$ cat src/rtl/omem_readout_ctrl_if.sv
// rtl/omem_readout_ctrl_if.sv - O-Memory drain control, read port and output stream bundle
`ifndef MAX_CORE_BITS
`define MAX_CORE_BITS 4
`endif
`ifndef WB_WIDTH
`define WB_WIDTH 16
`endif

interface omem_readout_ctrl_if #(
  parameter int CORE_BITS = `MAX_CORE_BITS,
  parameter int ADDR_W    = `WB_WIDTH,
  parameter int DATA_W    = `WB_WIDTH
);
  // drain request
  logic                 iStart;
  logic [CORE_BITS:0]   iCoreCount;
  logic [ADDR_W-1:0]    iWordsPerCore;
  // O-Memory read port
  logic [CORE_BITS-1:0] oOMEMBankSelect;
  logic [ADDR_W-1:0]    oOMEMReadAddress;
  logic [DATA_W-1:0]    iOMEMData;
  // output word stream
  logic [DATA_W-1:0]    oData;
  logic                 oValid;
  logic                 iReady;
  logic                 oLast;
  // status
  logic                 oBusy;
  logic                 oDone;

  // the readout controller
  modport master (
    input  iStart, iCoreCount, iWordsPerCore, iOMEMData, iReady,
    output oOMEMBankSelect, oOMEMReadAddress, oData, oValid, oLast, oBusy, oDone
  );

  // the surroundings: requester, O-Memory and frame collector
  modport slave (
    output iStart, iCoreCount, iWordsPerCore, iOMEMData, iReady,
    input  oOMEMBankSelect, oOMEMReadAddress, oData, oValid, oLast, oBusy, oDone
  );
endinterface

$ cat src/rtl/omem_readout_ctrl.sv
// rtl/omem_readout_ctrl.sv - drains per-core O-Memory bank by bank onto a valid/ready stream
`ifndef MAX_CORE_BITS
`define MAX_CORE_BITS 4
`endif
`ifndef WB_WIDTH
`define WB_WIDTH 16
`endif

module omem_readout_ctrl #(
  parameter int CORE_BITS    = `MAX_CORE_BITS,
  parameter int ADDR_W       = `WB_WIDTH,
  parameter int DATA_W       = `WB_WIDTH,
  parameter int READ_LATENCY = 1
) (
  input  logic Clock,
  input  logic Reset,
  omem_readout_ctrl_if.master bus
);

  typedef enum logic [1:0] {
    IDLE = 2'd0,
    WAIT = 2'd1,
    OUT  = 2'd2,
    DONE = 2'd3
  } state_t;

  // latency counter is 3 bits wide, enough for READ_LATENCY up to 7
  localparam logic [2:0]         LAT_LOAD = 3'(READ_LATENCY);
  localparam logic [CORE_BITS:0] BANK_ONE = {{CORE_BITS{1'b0}}, 1'b1};
  localparam logic [ADDR_W-1:0]  ADDR_ONE = {{(ADDR_W-1){1'b0}}, 1'b1};

  state_t             state;
  logic [CORE_BITS:0] core_count;
  logic [ADDR_W-1:0]  words;
  // one extra bank bit so a count of 2^CORE_BITS compares without wrapping
  logic [CORE_BITS:0] bank;
  logic [ADDR_W-1:0]  addr;
  logic [2:0]         lat_cnt;
  logic [DATA_W-1:0]  data;
  logic               valid;
  logic               last;
  logic               busy;
  logic               done;
  logic               final_word;
  logic               bank_end;

  // counts are known nonzero whenever these are consulted (WAIT/OUT only)
  assign bank_end   = (addr == words - ADDR_ONE);
  assign final_word = (bank == core_count - BANK_ONE) && bank_end;

  // drain sequencer; every output comes straight from a register
  always_ff @(posedge Clock or negedge Reset) begin
    if (!Reset) begin
      state      <= IDLE;
      core_count <= '0;
      words      <= '0;
      bank       <= '0;
      addr       <= '0;
      lat_cnt    <= '0;
      data       <= '0;
      valid      <= 1'b0;
      last       <= 1'b0;
      busy       <= 1'b0;
      done       <= 1'b0;
    end else begin
      done <= 1'b0;
      case (state)
        IDLE: begin
          if (bus.iStart) begin
            core_count <= bus.iCoreCount;
            words      <= bus.iWordsPerCore;
            bank       <= '0;
            addr       <= '0;
            lat_cnt    <= LAT_LOAD;
            busy       <= 1'b1;
            if ((bus.iCoreCount == '0) || (bus.iWordsPerCore == '0)) begin
              state <= DONE;
              done  <= 1'b1;
            end else begin
              state <= WAIT;
            end
          end
        end

        WAIT: begin
          // address has been stable for READ_LATENCY edges when the count reaches 1
          if (lat_cnt == 3'd1) begin
            data  <= bus.iOMEMData;
            valid <= 1'b1;
            last  <= final_word;
            state <= OUT;
          end else begin
            lat_cnt <= lat_cnt - 3'd1;
          end
        end

        OUT: begin
          if (bus.iReady) begin
            valid <= 1'b0;
            last  <= 1'b0;
            if (last) begin
              state <= DONE;
              done  <= 1'b1;
            end else if (bank_end) begin
              addr    <= '0;
              bank    <= bank + BANK_ONE;
              lat_cnt <= LAT_LOAD;
              state   <= WAIT;
            end else begin
              addr    <= addr + ADDR_ONE;
              lat_cnt <= LAT_LOAD;
              state   <= WAIT;
            end
          end
        end

        DONE: begin
          // oDone was raised on entry; both it and oBusy drop on this edge
          busy  <= 1'b0;
          state <= IDLE;
        end

        default: begin
          state <= IDLE;
          busy  <= 1'b0;
          valid <= 1'b0;
          last  <= 1'b0;
        end
      endcase
    end
  end

  assign bus.oOMEMBankSelect  = bank[CORE_BITS-1:0];
  assign bus.oOMEMReadAddress = addr;
  assign bus.oData            = data;
  assign bus.oValid           = valid;
  assign bus.oLast            = last;
  assign bus.oBusy            = busy;
  assign bus.oDone            = done;

endmodule
$ cat src/flat_wrapper.sv
// flat-port wrapper written by rule: the top's interface ports become plain ports
module omem_readout_ctrl_flat 
#(
  parameter int CORE_BITS    = `MAX_CORE_BITS,
  parameter int ADDR_W       = `WB_WIDTH,
  parameter int DATA_W       = `WB_WIDTH,
  parameter int READ_LATENCY = 1
)
  (Clock, Reset, bus_iStart, bus_iCoreCount, bus_iWordsPerCore, bus_iOMEMData, bus_iReady, bus_oOMEMBankSelect, bus_oOMEMReadAddress, bus_oData, bus_oValid, bus_oLast, bus_oBusy, bus_oDone);
  omem_readout_ctrl_if #(.CORE_BITS(CORE_BITS), .ADDR_W(ADDR_W), .DATA_W(DATA_W)) bus_i ();
  input  logic Clock;
  input  logic Reset;
  input wire logic [$bits(bus_i.iStart)-1:0] bus_iStart;
  input wire logic [$bits(bus_i.iCoreCount)-1:0] bus_iCoreCount;
  input wire logic [$bits(bus_i.iWordsPerCore)-1:0] bus_iWordsPerCore;
  input wire logic [$bits(bus_i.iOMEMData)-1:0] bus_iOMEMData;
  input wire logic [$bits(bus_i.iReady)-1:0] bus_iReady;
  output wire logic [$bits(bus_i.oOMEMBankSelect)-1:0] bus_oOMEMBankSelect;
  output wire logic [$bits(bus_i.oOMEMReadAddress)-1:0] bus_oOMEMReadAddress;
  output wire logic [$bits(bus_i.oData)-1:0] bus_oData;
  output wire logic [$bits(bus_i.oValid)-1:0] bus_oValid;
  output wire logic [$bits(bus_i.oLast)-1:0] bus_oLast;
  output wire logic [$bits(bus_i.oBusy)-1:0] bus_oBusy;
  output wire logic [$bits(bus_i.oDone)-1:0] bus_oDone;
  assign bus_i.iStart = bus_iStart;
  assign bus_i.iCoreCount = bus_iCoreCount;
  assign bus_i.iWordsPerCore = bus_iWordsPerCore;
  assign bus_i.iOMEMData = bus_iOMEMData;
  assign bus_i.iReady = bus_iReady;
  assign bus_oOMEMBankSelect = bus_i.oOMEMBankSelect;
  assign bus_oOMEMReadAddress = bus_i.oOMEMReadAddress;
  assign bus_oData = bus_i.oData;
  assign bus_oValid = bus_i.oValid;
  assign bus_oLast = bus_i.oLast;
  assign bus_oBusy = bus_i.oBusy;
  assign bus_oDone = bus_i.oDone;
  omem_readout_ctrl #(.CORE_BITS(CORE_BITS), .ADDR_W(ADDR_W), .DATA_W(DATA_W), .READ_LATENCY(READ_LATENCY)) u_core (.Clock(Clock), .Reset(Reset), .bus(bus_i));
endmodule
$ cat config.mk
export PLATFORM = sky130hd
export DESIGN_NAME = omem_readout_ctrl_flat
export DESIGN_NICKNAME = d
export VERILOG_FILES = /design/src/rtl/omem_readout_ctrl_if.sv /design/src/rtl/omem_readout_ctrl.sv /design/src/flat_wrapper.sv
export SDC_FILE = /design/constraint.sdc
export NUM_CORES = 1
export LEC_CHECK = 0
export CAP_MARGIN = 0
export CORE_ASPECT_RATIO = 1.2
export CORE_MARGIN = 2
export CORE_UTILIZATION = 41
export DETAILED_ROUTE_END_ITERATION = 7
export GPL_TIMING_DRIVEN = 0
export PLACE_DENSITY = 0.7
export SLEW_MARGIN = 30
export SYNTH_ARGS = -nofsm -noshare
export SYNTH_HDL_FRONTEND = slang
export SYNTH_SLANG_ARGS = --single-unit
export TNS_END_PERCENT = 1
$ cat constraint.sdc
create_clock -name Clock -period 2.9 [get_ports Clock]
set_clock_uncertainty 0.2 [all_clocks]
set_input_delay 0.435 -clock Clock [delete_from_list [all_inputs] [get_ports Clock]]
set_output_delay 0.435 -clock Clock [all_outputs]
set_load 0.02 [all_outputs]
==> flow_summary.yaml <==
outcome:
  status: "complete, no violations"
power:
  p_per_area_mw_per_mm2: 915
  ir_drop_uv: 556
  switching_share_pct: 39.0
  p_clk_share_pct: 15.5
  power_leakage_nw: 2.01
  p_comb_share_pct: 49.4
  internal_power_mw: 2.75
  p_sw_mw: 1.76
  power_frac_seq_pct: 35.1
routing:
  vias: 2971
  postRouteAntennaNets: 0
  viasPerCell: 5.15
  drt_iter0_drc: 91
  drc_errors: 0
  routed_wl_um: 8640
  avgRoutedWirePerCell_um: 15.0
  dr.pass1.iters: 4
cts:
  clkLatencyLatePin_ps: 340
  cts-root-buf: "clkbuf_8"
  cts_made_buffers: 9
  cts_buffer_depth: 2
  clkSinkCount: 67
  path_clk_slew_ps: 70
  cts_tree: "done"
  h-tree-depth: 3
floorplanning:
  die_w_um: 90.2
  num_rows: 37
  fp.dieH_um: 107
  fp.coreArea_mm2: 0.00861
  io-pin-count: 81
  die-area_mm2: 0.00969
  start_util_pct: 42.4
synthesis:
  synthFlopType: "dfrtp_1"
  synth_cells: 354
  synth_edf_count: 0
  yosysWarnings: 0
  syn_area_per_cell_um2: 10.3
  synth_area_mm2: 0.00365
  async_reset_ff_share_pct: 100
  synth_cell_types: 58
  synth-seq-area-share_pct: 45.9
  syn_nets: 401
  ys_ff_latch: 67
setup_path:
  crit_type: "flip-flop to flip-flop"
  end_kind: "flip-flop"
  crit_chain: "buf_4 > nor3_4 > xnor2_1 > nand3_1 > or4_4 > nor4b_4 > nand3_2 > a21oi_4 > mux2_1"
  crit_required_ps: 2920
  slowest_stage: "or4_4"
  critical-path-max-stage-delay_ps: 560
  critPathTopFamily: "simple AND/OR/NAND/NOR gates"
  critPathLaunchType: "flip-flop"
  rrSetupSlack_ps: 8
  crit_buf_inv: 1
  crit_fanout: 4
  arrival_ps: 2910
sta:
  report.final.slew_viol_count: 0
  max_slew_margin_pct: 54.6
  setup_ws_ps: 8.18
  hold_slack_ps: 283
  rsz0062_at_grt: "true"
  setup_viol: 0
  tightest_slew_ps: 681
  max_freq_ghz: 0.346
  final_hold_viol_count: 0
  tns_ps: 0
  post-route-period-util_pct: 99.7
  layout_min_cycle_time_ps: 2890
hold_path:
  hp-class: "flip-flop to flip-flop"
global_route:
  grt_usage_pct: 18.8
  grt_remaining_overflow: 0
  grt_pass1_wl_um: 14600
  grt_pass1_vias: 3068
  grt_antenna_before_repair: 0
  grt_max_degree: 47
place:
  dp_hpwl_um: 6470
  pre_cts_ws_ps: -365
  numPortBuffers: 80
  gp_congestion: 0.797
cells_and_area:
  mostFrequentLayoutCells: "clkdlybuf4s50_1, dfrtp_1, nor2_1"
  areaGrowthSynthToFinish_pct: 34.9
  drive_gt1_share_pct: 18.7
  fin_nets: 502
  diodes: 0
  layout_commonest_cell: "clkdlybuf4s50_1"
job:
  maxCapViolCount: 0
registers in the layout, indices dropped and copies added, names as in the netlist:
name / cells
u_core.core_count: 5
u_core.bus.oBusy: 1
u_core.lat_cnt: 3
u_core.bank: 5
u_core.bus.oDone: 1
u_core.bus.oData: 16
u_core.state: 2
u_core.bus.oValid: 1
u_core.words: 16
u_core.bus.oOMEMReadAddress: 16
u_core.bus.oLast: 1
worst paths after layout:
kind	end	startpoint	cells after the start
min in group asynchronous	u_core.bus.oOMEMReadAddress[5]	Reset	2
max	u_core.bank[0]	u_core.words[0]	9
min reg2reg	u_core.bus.oValid	u_core.bus.oValid	1
max in group asynchronous	u_core.core_count[3]	Reset	3
min	u_core.bus.oValid	u_core.bus.oValid	1
max reg2reg	u_core.bank[0]	u_core.words[0]	9
kinds of logic after synthesis:
logic type               synth area share, %
XOR/XNOR                                9.11
adder cells (fa/ha/maj)                 2.05
multiplexers                            10.8
AND/OR/NAND/NOR                         18.0
buffers and inverters                   4.14
AO/OA/AOI/OAI                           10.0
flip-flops                              45.9
stage by stage:
stage	util (%)	std cells	total power [mW]	area (µm²)
floorplan	-	354	3.00	3650
global placement	53.4	551	3.63	4600
detailed placement	53.7	552	3.71	4630
CTS	56.6	573	4.51	4880
global route	57.3	577	4.84	4930
finish	57.3	577	4.51	4930
synth_stat cells, drive strengths merged, types with 8 or more instances:
cell type / count / share of area (%)
a21oi: 8 / 1.4
mux2: 34 / 10
nand3: 14 / 2.1
nor2: 38 / 3.9
nand2: 21 / 2.2
and3: 8 / 1.4
o21ai: 15 / 2.1
dfrtp: 67 / 46
xor2: 16 / 3.8
inv: 14 / 1.4
buf: 11 / 2.0
nor3: 8 / 1.2
xnor2: 22 / 5.3
metal layers:
metal  GRT usage (%)  share of wire, %
met1            21.9                42
met2            33.4                50
met5               0                 0
met3            5.60               6.4
met4            5.60               1.1
what timing repair did:
action | 4_1_cts | 5_1_grt
setup buffers | 4 | 4
endpoints found under the hold margin | 21 | 0
hold buffers | 1 | 0
gates resized for setup | 8 | 6
pin swaps | 4 | 8
setup endpoints to repair | 22 | 22
power by group through the flow:
stage          logic (mW)  registers (mW)  clock network (mW)
6_report             2.23            1.58               0.699
5_1_grt              2.44            1.64               0.756
4_1_cts              2.20            1.59               0.717
3_5_place_dp         2.12            1.58                   0
3_3_place_gp         2.06            1.57                   0
2_1_floorplan        1.31            1.68                   0
layout make-up:
cell class	count	area, µm²
Clock inverter	2	10.0
Multi-Input combinational cell	255	1880
Inverter	14	55.1
Clock buffer	14	163
Buffer	18	98.8
Timing Repair Buffer	90	896
Fill cell	770	3680
Tap cell	117	146
Sequential cell	67	1680
Note: power is estimated with default switching activity, not from simulation.
